### src/rtl/eth_pkg.sv
// Shared types and constants for the Ethernet-style frame receiver.
package eth_pkg;

  typedef enum logic [2:0] {
    IDLE,
    DST,
    SRC,
    LEN,
    PAYLOAD,
    CHK,
    DROP
  } state_t;

  localparam logic [7:0]  PRE_BYTE   = 8'h55;
  localparam logic [7:0]  SFD_BYTE   = 8'hD5;
  localparam logic [47:0] BCAST_MAC  = 48'hFFFF_FFFF_FFFF;
  localparam int          ADDR_BYTES = 6;

endpackage

### src/rtl/rx_buffer.sv
// Circular payload buffer with a speculative write pointer that is either
// committed (made visible to the reader) or rolled back at end of frame.
module rx_buffer #(
  parameter int DEPTH = 16
) (
  input  logic                     clk,
  input  logic                     rst,
  input  logic                     wr_en,
  input  logic [7:0]               wr_data,
  input  logic                     commit,
  input  logic                     rollback,
  input  logic                     rd_en,
  output logic [7:0]               rd_data,
  output logic [$clog2(DEPTH):0]   rd_count
);

  localparam int AW = $clog2(DEPTH);

  // One extra pointer bit distinguishes a full buffer from an empty one.
  logic [AW:0] wr_ptr;
  logic [AW:0] cmt_ptr;
  logic [AW:0] rd_ptr;
  logic [7:0]  mem [DEPTH];
  logic        rd_fire;

  assign rd_count = cmt_ptr - rd_ptr;
  assign rd_fire  = rd_en && (rd_count != '0);
  assign rd_data  = (rd_count != '0) ? mem[rd_ptr[AW-1:0]] : 8'h00;

  // NOTE: sequential state uses non-blocking assignments so every register
  // samples the pre-edge values of the others, independent of block order.
  always_ff @(posedge clk or posedge rst) begin
    if (rst) begin
      wr_ptr  <= '0;
      cmt_ptr <= '0;
      rd_ptr  <= '0;
    end else begin
      if (rollback)
        wr_ptr <= cmt_ptr;
      else if (wr_en)
        wr_ptr <= wr_ptr + 1'b1;
      if (commit)
        cmt_ptr <= wr_ptr;
      if (rd_fire)
        rd_ptr <= rd_ptr + 1'b1;
    end
  end

  // NOTE: the storage array is deliberately not reset; the pointers define
  // which entries are meaningful, and rd_data is forced to zero when empty.
  always_ff @(posedge clk) begin
    if (wr_en)
      mem[wr_ptr[AW-1:0]] <= wr_data;
  end

endmodule

### src/rtl/eth_frame_rx.sv
// Frame receiver: preamble/SFD hunt, address filter, length and checksum
// handling; payload is staged in rx_buffer and only committed on a good frame.
module eth_frame_rx
  import eth_pkg::*;
#(
  parameter logic [47:0] MAC_ADDR  = 48'h4A6F8A7FAA8F,
  parameter int          BUF_DEPTH = 16,
  parameter int          MIN_PRE   = 7
) (
  input  logic                         clk,
  input  logic                         rst,
  input  logic                         rx_valid,
  input  logic [7:0]                   rx_data,
  input  logic                         promisc,
  input  logic                         rd_en,
  output logic [7:0]                   rd_data,
  output logic [$clog2(BUF_DEPTH):0]   rd_count,
  output logic                         frame_ok,
  output logic                         frame_err,
  output logic [7:0]                   last_len,
  output logic [7:0]                   drop_cnt
);

  state_t      state, state_d;
  logic [7:0]  pre_cnt;
  logic [7:0]  idx;
  logic [7:0]  len;
  logic [7:0]  sum;
  logic [39:0] dst_sr;
  logic [47:0] dst_full;
  logic [9:0]  free_space;
  logic        addr_match;

  logic pre_inc, pre_clr, idx_inc, idx_clr, len_ld, sum_clr;
  logic buf_wr, buf_commit, buf_rollback, drop_inc, ok_d, err_d;

  // The sixth destination byte is compared combinationally as it arrives.
  assign dst_full   = {dst_sr, rx_data};
  assign addr_match = (dst_full == MAC_ADDR) || (dst_full == BCAST_MAC) || promisc;
  assign free_space = 10'(BUF_DEPTH) - 10'(rd_count);

  always_ff @(posedge clk or posedge rst) begin
    if (rst) state <= IDLE;
    else     state <= state_d;
  end

  // NOTE: every signal gets a default before the case so no path leaves one
  // unassigned, which would otherwise infer a latch.
  always_comb begin
    state_d      = state;
    pre_inc      = 1'b0;
    pre_clr      = 1'b0;
    idx_inc      = 1'b0;
    idx_clr      = 1'b0;
    len_ld       = 1'b0;
    sum_clr      = 1'b0;
    buf_wr       = 1'b0;
    buf_commit   = 1'b0;
    buf_rollback = 1'b0;
    drop_inc     = 1'b0;
    ok_d         = 1'b0;
    err_d        = 1'b0;
    case (state)
      IDLE: begin
        if (rx_valid) begin
          if (rx_data == PRE_BYTE) begin
            pre_inc = 1'b1;
          end else begin
            pre_clr = 1'b1;
            if (rx_data == SFD_BYTE && pre_cnt >= 8'(MIN_PRE)) begin
              state_d = DST;
              idx_clr = 1'b1;
            end
          end
        end
      end
      DROP: begin
        if (!rx_valid) state_d = IDLE;
      end
      default: begin
        if (!rx_valid) begin
          // A gap inside a frame is a truncation.
          buf_rollback = 1'b1;
          err_d        = 1'b1;
          state_d      = IDLE;
        end else begin
          case (state)
            DST: begin
              if (idx == 8'(ADDR_BYTES - 1)) begin
                idx_clr = 1'b1;
                if (addr_match) begin
                  state_d = SRC;
                end else begin
                  state_d  = DROP;
                  drop_inc = 1'b1;
                end
              end else begin
                idx_inc = 1'b1;
              end
            end
            SRC: begin
              if (idx == 8'(ADDR_BYTES - 1)) begin
                idx_clr = 1'b1;
                state_d = LEN;
              end else begin
                idx_inc = 1'b1;
              end
            end
            LEN: begin
              len_ld  = 1'b1;
              sum_clr = 1'b1;
              idx_clr = 1'b1;
              if (rx_data == 8'h00) begin
                state_d = CHK;
              end else if ({2'b00, rx_data} > free_space) begin
                state_d  = DROP;
                drop_inc = 1'b1;
              end else begin
                state_d = PAYLOAD;
              end
            end
            PAYLOAD: begin
              buf_wr  = 1'b1;
              idx_inc = 1'b1;
              if (idx == len - 8'd1) state_d = CHK;
            end
            CHK: begin
              state_d = IDLE;
              if (rx_data == sum) begin
                buf_commit = 1'b1;
                ok_d       = 1'b1;
              end else begin
                buf_rollback = 1'b1;
                err_d        = 1'b1;
              end
            end
            default: state_d = IDLE;
          endcase
        end
      end
    endcase
  end

  always_ff @(posedge clk or posedge rst) begin
    if (rst) begin
      pre_cnt   <= '0;
      idx       <= '0;
      len       <= '0;
      sum       <= '0;
      dst_sr    <= '0;
      last_len  <= '0;
      drop_cnt  <= '0;
      frame_ok  <= 1'b0;
      frame_err <= 1'b0;
    end else begin
      if (pre_clr)
        pre_cnt <= '0;
      else if (pre_inc && pre_cnt != 8'hFF)
        pre_cnt <= pre_cnt + 8'd1;
      if (idx_clr)
        idx <= '0;
      else if (idx_inc)
        idx <= idx + 8'd1;
      if (state == DST && rx_valid)
        dst_sr <= {dst_sr[31:0], rx_data};
      if (len_ld)
        len <= rx_data;
      if (sum_clr)
        sum <= '0;
      else if (buf_wr)
        sum <= sum + rx_data;
      if (buf_commit)
        last_len <= len;
      if (drop_inc && drop_cnt != 8'hFF)
        drop_cnt <= drop_cnt + 8'd1;
      frame_ok  <= ok_d;
      frame_err <= err_d;
    end
  end

  rx_buffer #(
    .DEPTH (BUF_DEPTH)
  ) u_buf (
    .clk      (clk),
    .rst      (rst),
    .wr_en    (buf_wr),
    .wr_data  (rx_data),
    .commit   (buf_commit),
    .rollback (buf_rollback),
    .rd_en    (rd_en),
    .rd_data  (rd_data),
    .rd_count (rd_count)
  );

endmodule

### config.mk
export PLATFORM = sky130hd
export DESIGN_NAME = eth_frame_rx
export DESIGN_NICKNAME = d
export VERILOG_FILES = /design/src/rtl/eth_pkg.sv /design/src/rtl/rx_buffer.sv /design/src/rtl/eth_frame_rx.sv
export SDC_FILE = /design/constraint.sdc
export NUM_CORES = 1
export LEC_CHECK = 0
export BUFFER_PORTS_ARGS = -buffer_cell sky130_fd_sc_hd__buf_2
export CORE_ASPECT_RATIO = 0.5
export CORE_UTILIZATION = 55
export DETAILED_ROUTE_END_ITERATION = 7
export PLACE_DENSITY = 0.72
export RECOVER_POWER = 100
export SLEW_MARGIN = 20
export SYNTH_ARGS = -nofsm -noshare
export SYNTH_HDL_FRONTEND = slang
export SYNTH_SLANG_ARGS = --single-unit
export TNS_END_PERCENT = 30
### constraint.sdc
create_clock -name clk -period 5.4 [get_ports clk]
set_clock_uncertainty 0.15 [all_clocks]
set_input_delay 1.08 -clock clk [delete_from_list [all_inputs] [get_ports clk]]
set_output_delay 1.08 -clock clk [all_outputs]
set_load 0.01 [all_outputs]
==> flow_summary.yaml <==
worst_setup_path:
  r2r_end: "drop_cnt[1]"
  cp.required_ns: 4.17
  worstPathArrival_ns: 3.19
  cp-end-kind: "output port"
  rr_worst_depth: 14
  r2r-start: "u_buf.rd_ptr[2]"
  start_kind: "register"
  cp_max_fo: 12
  ff2ff_setup_slack_ns: 1.18
  critPathKind: "register to output port"
detailed_routing:
  dr.first_iter.drc_count: 469
  via_per_inst: 5.88
  antenna_left: 0
  dr_total_vias: 6460
  wl_per_cell_um: 20.3
  routed_wl_um: 22300
  dr.pass1.iters: 5
  drc: 0
yosys:
  synth_edf_count: 128
  synth_warnings: 0
  synth_flop_cell: "edfxtp_1"
  ys_seq_area_frac: 0.603
  syn_area_um2: 10900
  synth_seq_cells: 236
  async_reset_ff_frac: 0.458
  ys_types: 69
  synth.avg_cell_area_um2: 14.0
  synth_nets: 824
  syn_inst: 778
floorplanning:
  start_util: 0.575
  io_pins: 44
  core_um2: 18900
  rows: 35
  dieArea_um2: 20300
  die-height_um: 101
  die_w_um: 201
sta:
  fin_crit_ns: 4.42
  fin_crit_sh: 0.819
  rsz0062_at_grt: "no"
  worst_slack_ns: 0.977
  whs_ns: 0.313
  tightest_slew_ns: 3.12
  final_hold_viol_count: 0
  finalSetupTns_ns: 0
  drv_slew: 97
  slew_headroom: -1.09
  final-setup-viol-count: 0
  fmax_mhz: 226
grt:
  grt_max_degree: 70
  overflow: 0
  track_usage: 0.230
  antenna_found_initial: 2
  grt_pass1_wl_um: 36000
  grt_pass1_vias: 6459
pwr:
  leakagePower_nw: 4.53
  power.total_mw: 6.01
  peakVddDrop_mv: 0.319
  p_per_area_nw_per_um2: 504
clock_tree:
  tritoncts: "done"
  htree_levels: 1
  cts_resized: 0
  holdBufCountCts: 0
  cts_num_sinks: 236
  cts-buffers-inserted: 22
  cts_setup_buffers: 0
  clock_latency_ns: 0.51
  clkTransAtPathRegs_ns: 0.06
  root_buffer: "clkbuf_16"
  clock_path_buffers: 3
hold_path:
  hold_path_class: "register to register"
  min_path_cells: 2
  worstHoldStart: "last_len[7]"
  worstHoldEndpoint: "last_len[7]"
status:
  violations: "max-capacitance violations, max-slew violations"
  status: "finished, violations left"
final_layout:
  finalCoreUtilization: 0.632
  fin_area_um2: 11900
  layout.cells.non_filler: 1098
  layout-drive-gt1-share: 0.172
  syn2layout_area_growth_pct: 9.81
  nets: 869
place:
  dp.cells: 1058
  io_buffers: 43
  dp_slack_ns: 1.49
  gp_congestion: 0.829
  post-dp-hpwl_um: 14500
  place_area_um2: 11300
job:
  maxCapViolations: 2
-- cells in the mapped netlist, types with 2 or more instances --
master / number / share of area
buf_1: 2 / 0.00069
or4_1: 2 / 0.0014
a21o_1: 2 / 0.0014
and3_2: 3 / 0.0021
a31oi_1: 6 / 0.0035
o21ai_0: 26 / 0.012
buf_2: 9 / 0.0041
nand4_1: 16 / 0.0092
o311ai_1: 2 / 0.0016
ha_1: 31 / 0.036
nand2b_1: 5 / 0.0029
or4_4: 2 / 0.0021
mux4_2: 40 / 0.083
inv_1: 27 / 0.0093
and3_1: 6 / 0.0035
o21ai_2: 2 / 0.0016
and4_1: 3 / 0.0024
or3_1: 4 / 0.0023
dfrtp_1: 108 / 0.25
xnor2_1: 34 / 0.027
clkbuf_1: 15 / 0.0052
xor2_1: 15 / 0.012
nor2_1: 46 / 0.016
edfxtp_1: 128 / 0.35
mux2i_1: 2 / 0.0018
a21oi_1: 13 / 0.0060
or3b_2: 2 / 0.0016
o41ai_1: 2 / 0.0016
buf_4: 2 / 0.0014
o211ai_1: 6 / 0.0041
nor4_1: 7 / 0.0040
fa_1: 2 / 0.0037
mux2_2: 44 / 0.046
nor2b_1: 15 / 0.0086
nor4_4: 2 / 0.0039
nor2_2: 2 / 0.0012
o21ai_1: 3 / 0.0014
a32oi_1: 2 / 0.0016
nand2_1: 71 / 0.025
nor3_2: 2 / 0.0018
nand3_1: 21 / 0.0097
nor3_1: 19 / 0.0088
-- critical path: stages, from the launching register on --
cell	delay (ns)
dfrtp_1	0.67
inv_1	0.11
ha_1	0.37
nor2b_1	0.16
a221oi_1	0.29
xnor2_1	0.26
nor2_1	0.10
ha_1	0.36
nor2b_1	0.19
clkbuf_1	0.17
-- report_power, final --
group	switching [mW]	internal, mW	total (mW)
Combinational	0.991	0.937	1.93
Sequential	0.316	2.17	2.49
Clock	0.656	0.938	1.59
Total	1.96	4.04	6.01
-- per-layer routing --
metal	up-vias	wire length [um]	track usage
li1	2992	-	-
met1	3282	10200	0.329
met2	158	10800	0.385
met3	28	1000	0.0335
met4	0	272	0.0405
met5	-	0	0
-- sequential cells by signal (all words and copies together), names as in the netlist --
name and count:
drop_cnt 8, dst_sr 40, frame_err 1, frame_ok 1
idx 8, last_len 8, len 8, pre_cnt 8
state 3, sum 8, u_buf.cmt_ptr 5, u_buf.mem 128
u_buf.rd_ptr 5, u_buf.wr_ptr 5
-- cell type report --
class	count	area (um2)
Fill cell	1444	6950
Inverter	28	106
Clock inverter	11	145
Sequential cell	236	6550
Multi-Input combinational cell	485	3990
Clock buffer	28	603
Timing Repair Buffer	50	200
Antenna cell	1	2.50
Tap cell	259	324
-- worst max path at each step --
stage,startpoint,end,depth (start not counted)
2_1_floorplan,rst,drop_cnt[0],1
5_1_grt,u_buf.rd_ptr[2],rd_data[4],9
6_report,u_buf.rd_ptr[2],rd_data[4],9
4_1_cts,u_buf.rd_ptr[2],rd_data[4],9
3_5_place_dp,u_buf.rd_ptr[2],drop_cnt[1],14
3_3_place_gp,u_buf.rd_ptr[2],drop_cnt[1],14
-- cell usage in the layout, fill, tap and decap left out, drive strengths merged, types with 2 or more instances in the layout --
master  netlist  routed
dfrtp       108     108
nand2b        5       5
a32oi         2       2
or3b          2       2
nor4b         2       2
edfxtp      128     128
nand3        22      22
nor2b        16      16
mux4         40      40
or4           4       4
o21ai        32      32
xor2         15      15
o211ai        6       6
nor2         49      49
or3           4       4
ha           31      31
fa            2       2
a31oi         6       6
a21oi        13      13
and2          2       2
nand2        71      71
o41ai         2       2
nand4        16      16
buf          14       5
nor4          9       9
and3          9       9
mux2         45      45
and4          3       3
a21o          2       2
bufinv        0       3
mux2i         2       2
o311ai        3       3
clkinv        0       8
nor3         21      21
xnor2        35      35
inv          28      27
clkbuf       15      73
-- kinds of logic after synthesis --
| family | count (synthesis) | share of synthesized area |
|---|---|---|
| compound gates | 78 | 0.0481 |
| fa+ha+maj | 33 | 0.0394 |
| mux | 87 | 0.132 |
| buf+inv | 57 | 0.0221 |
| flops | 236 | 0.603 |
| xor+xnor | 50 | 0.0410 |
| simple gates | 237 | 0.115 |
(Power assumes the default switching activity.)
